===== config.mk =====
export PLATFORM = sky130hd
export DESIGN_NAME = load_store_unit
export DESIGN_NICKNAME = d
export VERILOG_FILES = /design/src/rtl/load_store_unit.sv
export SDC_FILE = /design/constraint.sdc
export NUM_CORES = 1
export LEC_CHECK = 0
export ABC_AREA = 1
export CELL_PAD_IN_SITES_DETAIL_PLACEMENT = 0
export CELL_PAD_IN_SITES_GLOBAL_PLACEMENT = 2
export CORE_MARGIN = 2
export CORE_UTILIZATION = 25
export DETAILED_ROUTE_END_ITERATION = 8
export PLACE_DENSITY = 0.81
export SLEW_MARGIN = 15
export SYNTH_ARGS = -nofsm -noshare
export SYNTH_HDL_FRONTEND = slang
export SYNTH_SLANG_ARGS = --single-unit

===== constraint.sdc =====
create_clock -name clk -period 4.7 [get_ports clk]
set_input_delay 0.94 -clock clk [delete_from_list [all_inputs] [get_ports clk]]
set_output_delay 0.94 -clock clk [all_outputs]
set_load 0.005 [all_outputs]

===== src/rtl/load_store_unit.sv =====
// load_store_unit: multi-cycle data-memory access stage behind the ALU.
// Issues one word-wide req/ack bus access and returns extended load data.
module load_store_unit #(
    parameter int unsigned TIMEOUT = 255
) (
    input  logic        clk,
    input  logic        rst,
    input  logic        MemRead,
    input  logic        MemWrite,
    input  logic [2:0]  func3,
    input  logic [31:0] addrs,
    input  logic [31:0] wr_data,
    output logic [31:0] rd_data,
    output logic        stall,
    output logic        fault,
    output logic        err,
    output logic        mem_req,
    output logic        mem_we,
    output logic [31:0] mem_addr,
    output logic [31:0] mem_wdata,
    output logic [3:0]  mem_be,
    input  logic [31:0] mem_rdata,
    input  logic        mem_ack
);

    localparam logic [1:0] S_IDLE = 2'd0;
    localparam logic [1:0] S_REQ  = 2'd1;
    localparam logic [1:0] S_DONE = 2'd2;

    localparam logic [15:0] CNT_LAST = 16'(TIMEOUT - 1);

    logic [1:0]  state;
    logic [15:0] cnt;
    logic [2:0]  f3_q;
    logic [1:0]  off_q;
    logic [31:0] rd_q;

    logic        request;
    logic        is_store;
    logic        f3_ok;
    logic        misalign;
    logic        accept;
    logic [3:0]  be_n;
    logic [31:0] wdata_n;
    logic [7:0]  byte_v;
    logic [15:0] half_v;
    logic [31:0] load_ext;

    // Request decode: legality, alignment, lane enables and store data.
    always_comb begin
        request  = MemRead | MemWrite;
        is_store = MemWrite;
        case (func3)
            3'b000, 3'b001, 3'b010: f3_ok = 1'b1;
            3'b100, 3'b101:         f3_ok = ~is_store;
            default:                f3_ok = 1'b0;
        endcase
        misalign = ((func3[1:0] == 2'b01) & addrs[0])
                 | ((func3[1:0] == 2'b10) & (addrs[1:0] != 2'b00));
        fault  = (state == S_IDLE) & request & (~f3_ok | misalign);
        accept = (state == S_IDLE) & request & ~fault;
        stall  = accept | (state == S_REQ);
        case (func3[1:0])
            2'b00: begin
                be_n    = 4'b0001 << addrs[1:0];
                wdata_n = {4{wr_data[7:0]}};
            end
            2'b01: begin
                be_n    = 4'b0011 << {addrs[1], 1'b0};
                wdata_n = {2{wr_data[15:0]}};
            end
            default: begin
                be_n    = 4'b1111;
                wdata_n = wr_data;
            end
        endcase
    end

    // Lane selection and sign/zero extension of the returning read data.
    always_comb begin
        byte_v = mem_rdata[{off_q, 3'b000} +: 8];
        half_v = off_q[1] ? mem_rdata[31:16] : mem_rdata[15:0];
        case (f3_q)
            3'b000:  load_ext = {{24{byte_v[7]}}, byte_v};
            3'b001:  load_ext = {{16{half_v[15]}}, half_v};
            3'b100:  load_ext = {24'd0, byte_v};
            3'b101:  load_ext = {16'd0, half_v};
            default: load_ext = mem_rdata;
        endcase
    end

    // A faulting request must not leak stale load data to write-back.
    assign rd_data = fault ? 32'd0 : rd_q;

    // Access sequencer: IDLE -> REQ -> DONE -> IDLE with ack timeout.
    always_ff @(posedge clk) begin
        if (rst) begin
            state     <= S_IDLE;
            cnt       <= 16'd0;
            f3_q      <= 3'd0;
            off_q     <= 2'd0;
            rd_q      <= 32'd0;
            err       <= 1'b0;
            mem_req   <= 1'b0;
            mem_we    <= 1'b0;
            mem_addr  <= 32'd0;
            mem_wdata <= 32'd0;
            mem_be    <= 4'd0;
        end else begin
            case (state)
                S_IDLE: begin
                    if (accept) begin
                        mem_addr  <= {addrs[31:2], 2'b00};
                        mem_we    <= is_store;
                        mem_be    <= be_n;
                        mem_wdata <= wdata_n;
                        f3_q      <= func3;
                        off_q     <= addrs[1:0];
                        mem_req   <= 1'b1;
                        cnt       <= 16'd0;
                        state     <= S_REQ;
                    end
                end
                S_REQ: begin
                    if (mem_ack) begin
                        rd_q    <= mem_we ? 32'd0 : load_ext;
                        err     <= 1'b0;
                        mem_req <= 1'b0;
                        state   <= S_DONE;
                    end else if (cnt == CNT_LAST) begin
                        rd_q    <= 32'd0;
                        err     <= 1'b1;
                        mem_req <= 1'b0;
                        state   <= S_DONE;
                    end else begin
                        cnt <= cnt + 16'd1;
                    end
                end
                S_DONE: state <= S_IDLE;
                default: state <= S_IDLE;
            endcase
        end
    end

endmodule

### Word level (Yosys, flattened, before mapping)

Index checks and enable logic that the tools add are counted.

| storage, ports and cells | value |
|---|---|
| register bits | 124 |
| bits in latches | 0 |
| memory bits (writable) | 0 |
| ROM bits | 0 |
| input port bits | 104 |
| output and inout port bits | 105 |
| word-level logic and storage cells | 79 |
| memories kept | 0 |

| operators by class | value |
|---|---|
| add/sub/neg operators | 1 |
| multiply operators | 0 |
| div/mod/pow operators | 0 |
| order comparisons | 0 |
| eq/ne operators | 15 |
| shift operators | 3 |
| mux-type cells | 23 |
| bitwise logic cells | 12 |
| reductions and logical operators | 14 |

Operators with widths:

| cell | number |
|---|---|
| $mux W32 | 4 |
| $pmux W32 S4 | 1 |
| $mux W16 | 4 |
| $pmux W32 S2 | 1 |
| $pmux W16 S2 | 1 |
| $shiftx A32 B6 Y8 | 1 |
| $add A16 B1 Y16 const B | 1 |
| $eq A16 B8 Y1 const B | 1 |
| $eq A3 B3 Y1 const B | 4 |
| $pmux W4 S2 | 1 |
| $eq A3 B1 Y1 const B | 2 |
| $logic_not A3 Y1 | 2 |
| $mux W2 | 3 |
| $ne A2 B2 Y1 const B | 3 |
| $reduce_and A2 Y1 | 3 |
| $reduce_bool A2 Y1 | 3 |
| $and A1 B1 Y1 | 5 |
| $mux W1 | 5 |
| $eq A2 B1 Y1 const B | 2 |
| $logic_not A2 Y1 | 2 |
| $or A1 B1 Y1 | 4 |
| $pmux W1 S2 | 2 |
| $pmux W2 S2 | 1 |
| $reduce_and A4 Y1 | 1 |
| 9 further kinds | 11 |

### Longest topological paths before layout

| logic depth | value |
|---|---|
| depth in word-level cells | 10 |
| gate-level depth with buffers | 12 |
| depth with buffers taken out | 11 |

### Worst setup path after synthesis

Ideal clock, no wire load.

| timing | value |
|---|---|
| path type | input -> output |
| start point | in func3[1] |
| end point | out rd_data[22] |
| data arrival time | 1,836 ps |
| required time | 3,760 ps |
| path slack | 1,924 ps |
| stages | 7 |
| path buffers | 2 |
| path through | buf_2 > inv_1 > nand2_1 > o21ai_2 > a21oi_1 > buf_2 > nor2_1 |

| on the way | value |
|---|---|
| cells in the longest elaborated chain, start to end | 7 |
| elaborated cells on any way between the ends | 17 |
| classes of those cells | eq/ne (6); mux (2); bitwise (6); reduce/logical (3) |

Ends and longest elaborated chain:

| what | RTL line | text |
|---|---|---|
| from (decl) | 10 | `input logic [2:0] func3,` |
| $eq A3 B1 Y1 (tied with other cells) | 53 | `case (func3)` |
| $reduce_or A3 Y1 / $reduce_or A2 Y1 (equally long branches) | 53 |  |
| $pmux W1 S2 | 53 |  |
| $not A1 Y1 | 60 | `fault = (state == S_IDLE) & request & (~f3_ok \| misalign);` |
| $or A1 B1 Y1 (*) | 60 |  |
| $and A1 B1 Y1 (*) | 60 |  |
| named net fault | 15 | `output logic fault,` |
| $mux W32 (*) | 93 | `assign rd_data = fault ? 32'd0 : rd_q;` |
| to (decl) | 13 | `output logic [31:0] rd_data,` |

The timed path passes the listed nets; every way through them passes the cells marked *.

### Worst setup path in the final report

| timing | value |
|---|---|
| start point | in MemWrite |
| end point | out fault |

| on the way | value |
|---|---|
| cells in the longest elaborated chain, start to end | 5 |
| elaborated cells on any way between the ends | 7 |
| classes of those cells | mux (1); bitwise (6) |

Ends and longest elaborated chain:

| what | RTL line | text |
|---|---|---|
| from (decl) | 9 | `input logic MemWrite,` |
| $not A1 Y1 | 55 | `3'b100, 3'b101: f3_ok = ~is_store;` |
| $pmux W1 S2 | 53 |  |
| $not A1 Y1 | 60 |  |
| $or A1 B1 Y1 | 60 |  |
| $and A1 B1 Y1 (*) | 60 |  |
| to (decl) | 15 |  |

Every way passes the cells marked *; elsewhere a longest branch is shown, timed or not.

==> results.txt <==
* Initial cell density of the core: 0.256
- For the pin with the worst max-slew slack, the measured transition is 0.824 ns.
- Synthesis Warnings: 0
- Once placement completed, the tool counted placed cells totaling 1327.
* Critical path class: in -> out
- No sink is reached through more buffers than the 2 on the longest clock path.
- Share of the yosys chip area belonging to registers: 0.427
- The critical path goes through clkdlybuf4s50_1 -> nor2_1 -> nor3_2 -> inv_1 -> a21oi_2 -> buf_4 -> clkdlybuf4s50_1.
* Cell depth of the worst flop-to-flop path: 7
- By instance count, the cell type seen most on the critical path is clkdlybuf4s50_1.
- Critical-path cell with the highest stage delay: clkdlybuf4s50_1
* Share of post-route cells with drive strength above 1: 0.0568
- Worst clock skew: 0.0103 ns
* Total I/O pin count: 209
- Cells on Worst Hold Path: 2
* Count of input and output buffers: 206
* Max stage delay on crit path: 0.57 ns
- Number of clock sinks seen by CTS: 124
* Placeable core region: 22700 um2
* Quantity of gates resized following cts: 0
- Library cell used as clock root buffer: clkbuf_16
- Via count of the first global-routing pass: 5958
* TritonCTS clock tree: yes
* Top Family by Delay on Critical Path: buffers and inverters
* Gr ovfl total: 0
- Counting I/O delays and the setup requirement, the final critical path takes 3.75 ns.
- DRC violations left: 0
* Average via count per standard cell: 4.49
- For this run, the total global-route usage over all layers was measured as 0.173.
- Clock transition time at the flip-flop clock pins of the worst setup and hold paths: 0.07 ns
- Clock buffer count from CTS: 17
- Once detail routing completed, the nets flagged for antenna violations numbered 0.
* Leading cell types in the layout, fill and taps excluded: nand2_1 (237), clkdlybuf4s50_1 (205), dfxtp_1 (124)
* Buffer count from post-CTS setup fixing: 0
- For the final routed database, the setup TNS stands at 0 ns.
* Power density normalized to cell area: 340 nW/um2
- The final layout contains routed wiring with a total length of 20.8 mm.
* Setup slack of the critical path after layout: 0.947 ns
- Critical path capture point type: output port
* Number of antenna cells inserted: 0
* Leading cell type in the layout, fill and taps excluded: nand2_1
* Data required, critical path: 3.76 ns
- Worst min-delay path category: reg -> reg
- Net count, final: 1167
- Headroom to the max-slew limit came out at 0.449.
- Counting flops and latches in the post-synthesis netlist gives 124.
* Length of the first detailed-routing pass in iterations: 5
- Crit path depth: 7
- Setup Viol. Count Final: 0
* Depth of the CTS H-tree: 4
- The number of antenna violations at the first check in global routing was 0.
- HPWL reported at the end of detailed placement: 15.1 mm
- The run finished with clean final reports.
* Worst Setup Start Kind: input pin
- At the end of routability-driven placement, the weighted congestion stood at 0.801.
- Timing would allow up to 0.266 GHz.
* Dpl ws: 0.903 ns
- Mapped Area: 5810 um2
- Die extent in x: 156 um
- Yosys mapped the design onto 33 distinct sky130hd cell types.
- Routed wire length per instance: 15.3 um
- Die Area: 24500 um2
- Entering global routing, the biggest net connects 62 pins.
- Synthesized instance count: 874
* Worst voltage drop across the vdd grid: 235 uV
* Post-route total power: 2.94 mW
* Final Hold Vio Count: 0
* Post-Layout Cell Count: 1359
* Max Cap Viol: 0
- A synthesized cell averages 6.65 um2.
- Number of placement rows: 55
- Of the available clock period, the critical path in the final layout requires 0.799.
- Leakage Power: 3.25 nW
- Iter 0 DRT Violations: 315
- Along the worst path, the maximum fanout reaches 33.
- For the worst-skew pair, the clock arrives at the later sink with an insertion delay of 0.42 ns.
- The critical path contains buffers and inverters numbering 4 combined.
- Final Slew Violations: 0
- For this block, the via count after detailed routing is 6101.
- For the worst setup path, the data arrival time is 2.81 ns.
- In this run the vertical extent of the chip is 156 um.
- Setup repair after global routing left no endpoint under its margin.
- The first global-routing pass estimated 32.8 mm of wire.
- From synthesis to final layout, the design area changed by 49.1%.
- Hold buffer count at CTS: 0
synthesized netlist by cell type:
cell type,instances,area [um2]
o21ai_2,1,8.76
a21oi_1,76,380
o2111ai_1,1,8.76
nor3_1,6,30.0
inv_4,1,6.26
xor2_1,2,17.5
buf_4,7,52.6
nor2_4,1,11.3
buf_1,1,3.75
nand2_2,1,6.26
a211oi_1,3,22.5
nor2_2,2,12.5
ha_1,2,25.0
o22ai_1,7,43.8
nor2_1,117,439
o211ai_1,14,105
nand3_2,2,20.0
o21ai_0,69,345
or2_2,6,37.5
buf_6,2,22.5
conb_1,1,3.75
nand3_1,37,185
o21ai_1,14,70.1
dfxtp_1,124,2480
clkinv_1,2,7.51
nand2_1,237,890
inv_1,85,319
nor3_2,1,10.0
o21a_1,2,15.0
buf_2,16,80.1
nand4_1,9,56.3
clkbuf_1,21,78.8
inv_2,4,15.0
area by class of cell:
| cell class | instances | area (um2) |
|---|---|---|
| Fill cell | 2449 | 14000 |
| Multi-Input combinational cell | 612 | 2750 |
| Sequential cell | 124 | 2480 |
| Timing Repair Buffer | 214 | 2120 |
| Clock buffer | 18 | 439 |
| Tap cell | 285 | 357 |
| Inverter | 92 | 348 |
| Clock inverter | 14 | 171 |
registers in the layout (all words and copies together) (netlist names), 2 cells and up:
| signal | flops |
|---|---|
| f3_q | 3 |
| cnt | 16 |
| mem_be | 4 |
| state | 2 |
| rd_q | 32 |
| off_q | 2 |
| mem_addr | 30 |
| mem_wdata | 32 |
worst reg2reg max path, cell delays in order, from the launching register on:
cell and delay (ns):
dfxtp_1 0.39, nor3_2 0.08, nand3_2 0.11, buf_4 0.49, nand2_1 0.39, inv_2 0.41, nand2_1 0.10, nor2_1 0.09
final timing paths:
path,from,endpoint,slack [ns]
max,MemWrite,fault,0.95
min,mem_wdata[1],mem_wdata[1],0.45
max reg2reg,state[1],cnt[6],2.59
min reg2reg,mem_wdata[1],mem_wdata[1],0.45
stage by stage:
step	area (um2)	hold WS, ns	util
final	8670	0.450	0.382
after global routing	8670	0.465	0.382
after CTS	8670	0.455	0.382
after detailed placement	8060	0.438	0.355
after global placement	8060	0.429	0.355
after floorplan	5820	0.427	-
kinds of logic after synthesis:
group | after synthesis | synth area share
AND/OR/NAND/NOR | 419 | 0.292
AO/OA/AOI/OAI | 187 | 0.172
buffers and inverters | 139 | 0.101
flip-flops | 124 | 0.427
XOR/XNOR | 2 | 0.00301
adder cells (fa/ha/maj) | 2 | 0.00431
other | 1 | 0.000645
power breakdown:
| part | internal [mW] | switching (mW) |
|---|---|---|
| combinational | 0.208 | 0.231 |
| sequential | 1.10 | 0.0289 |
| clock | 0.819 | 0.557 |
routing by layer:
| metal | routed length (um) | vias to the layer above | GRT usage | share of wire |
|---|---|---|---|---|
| met3 | 1890 | 19 | 0.0706 | 0.091 |
| li1 | - | 3176 | - | - |
| met2 | 8980 | 196 | 0.268 | 0.43 |
| met5 | 0 | - | 0 | 0 |
| met1 | 9660 | 2710 | 0.220 | 0.46 |
| met4 | 295 | 0 | 0.0533 | 0.014 |
Note: power is estimated with default switching activity, not from simulation.
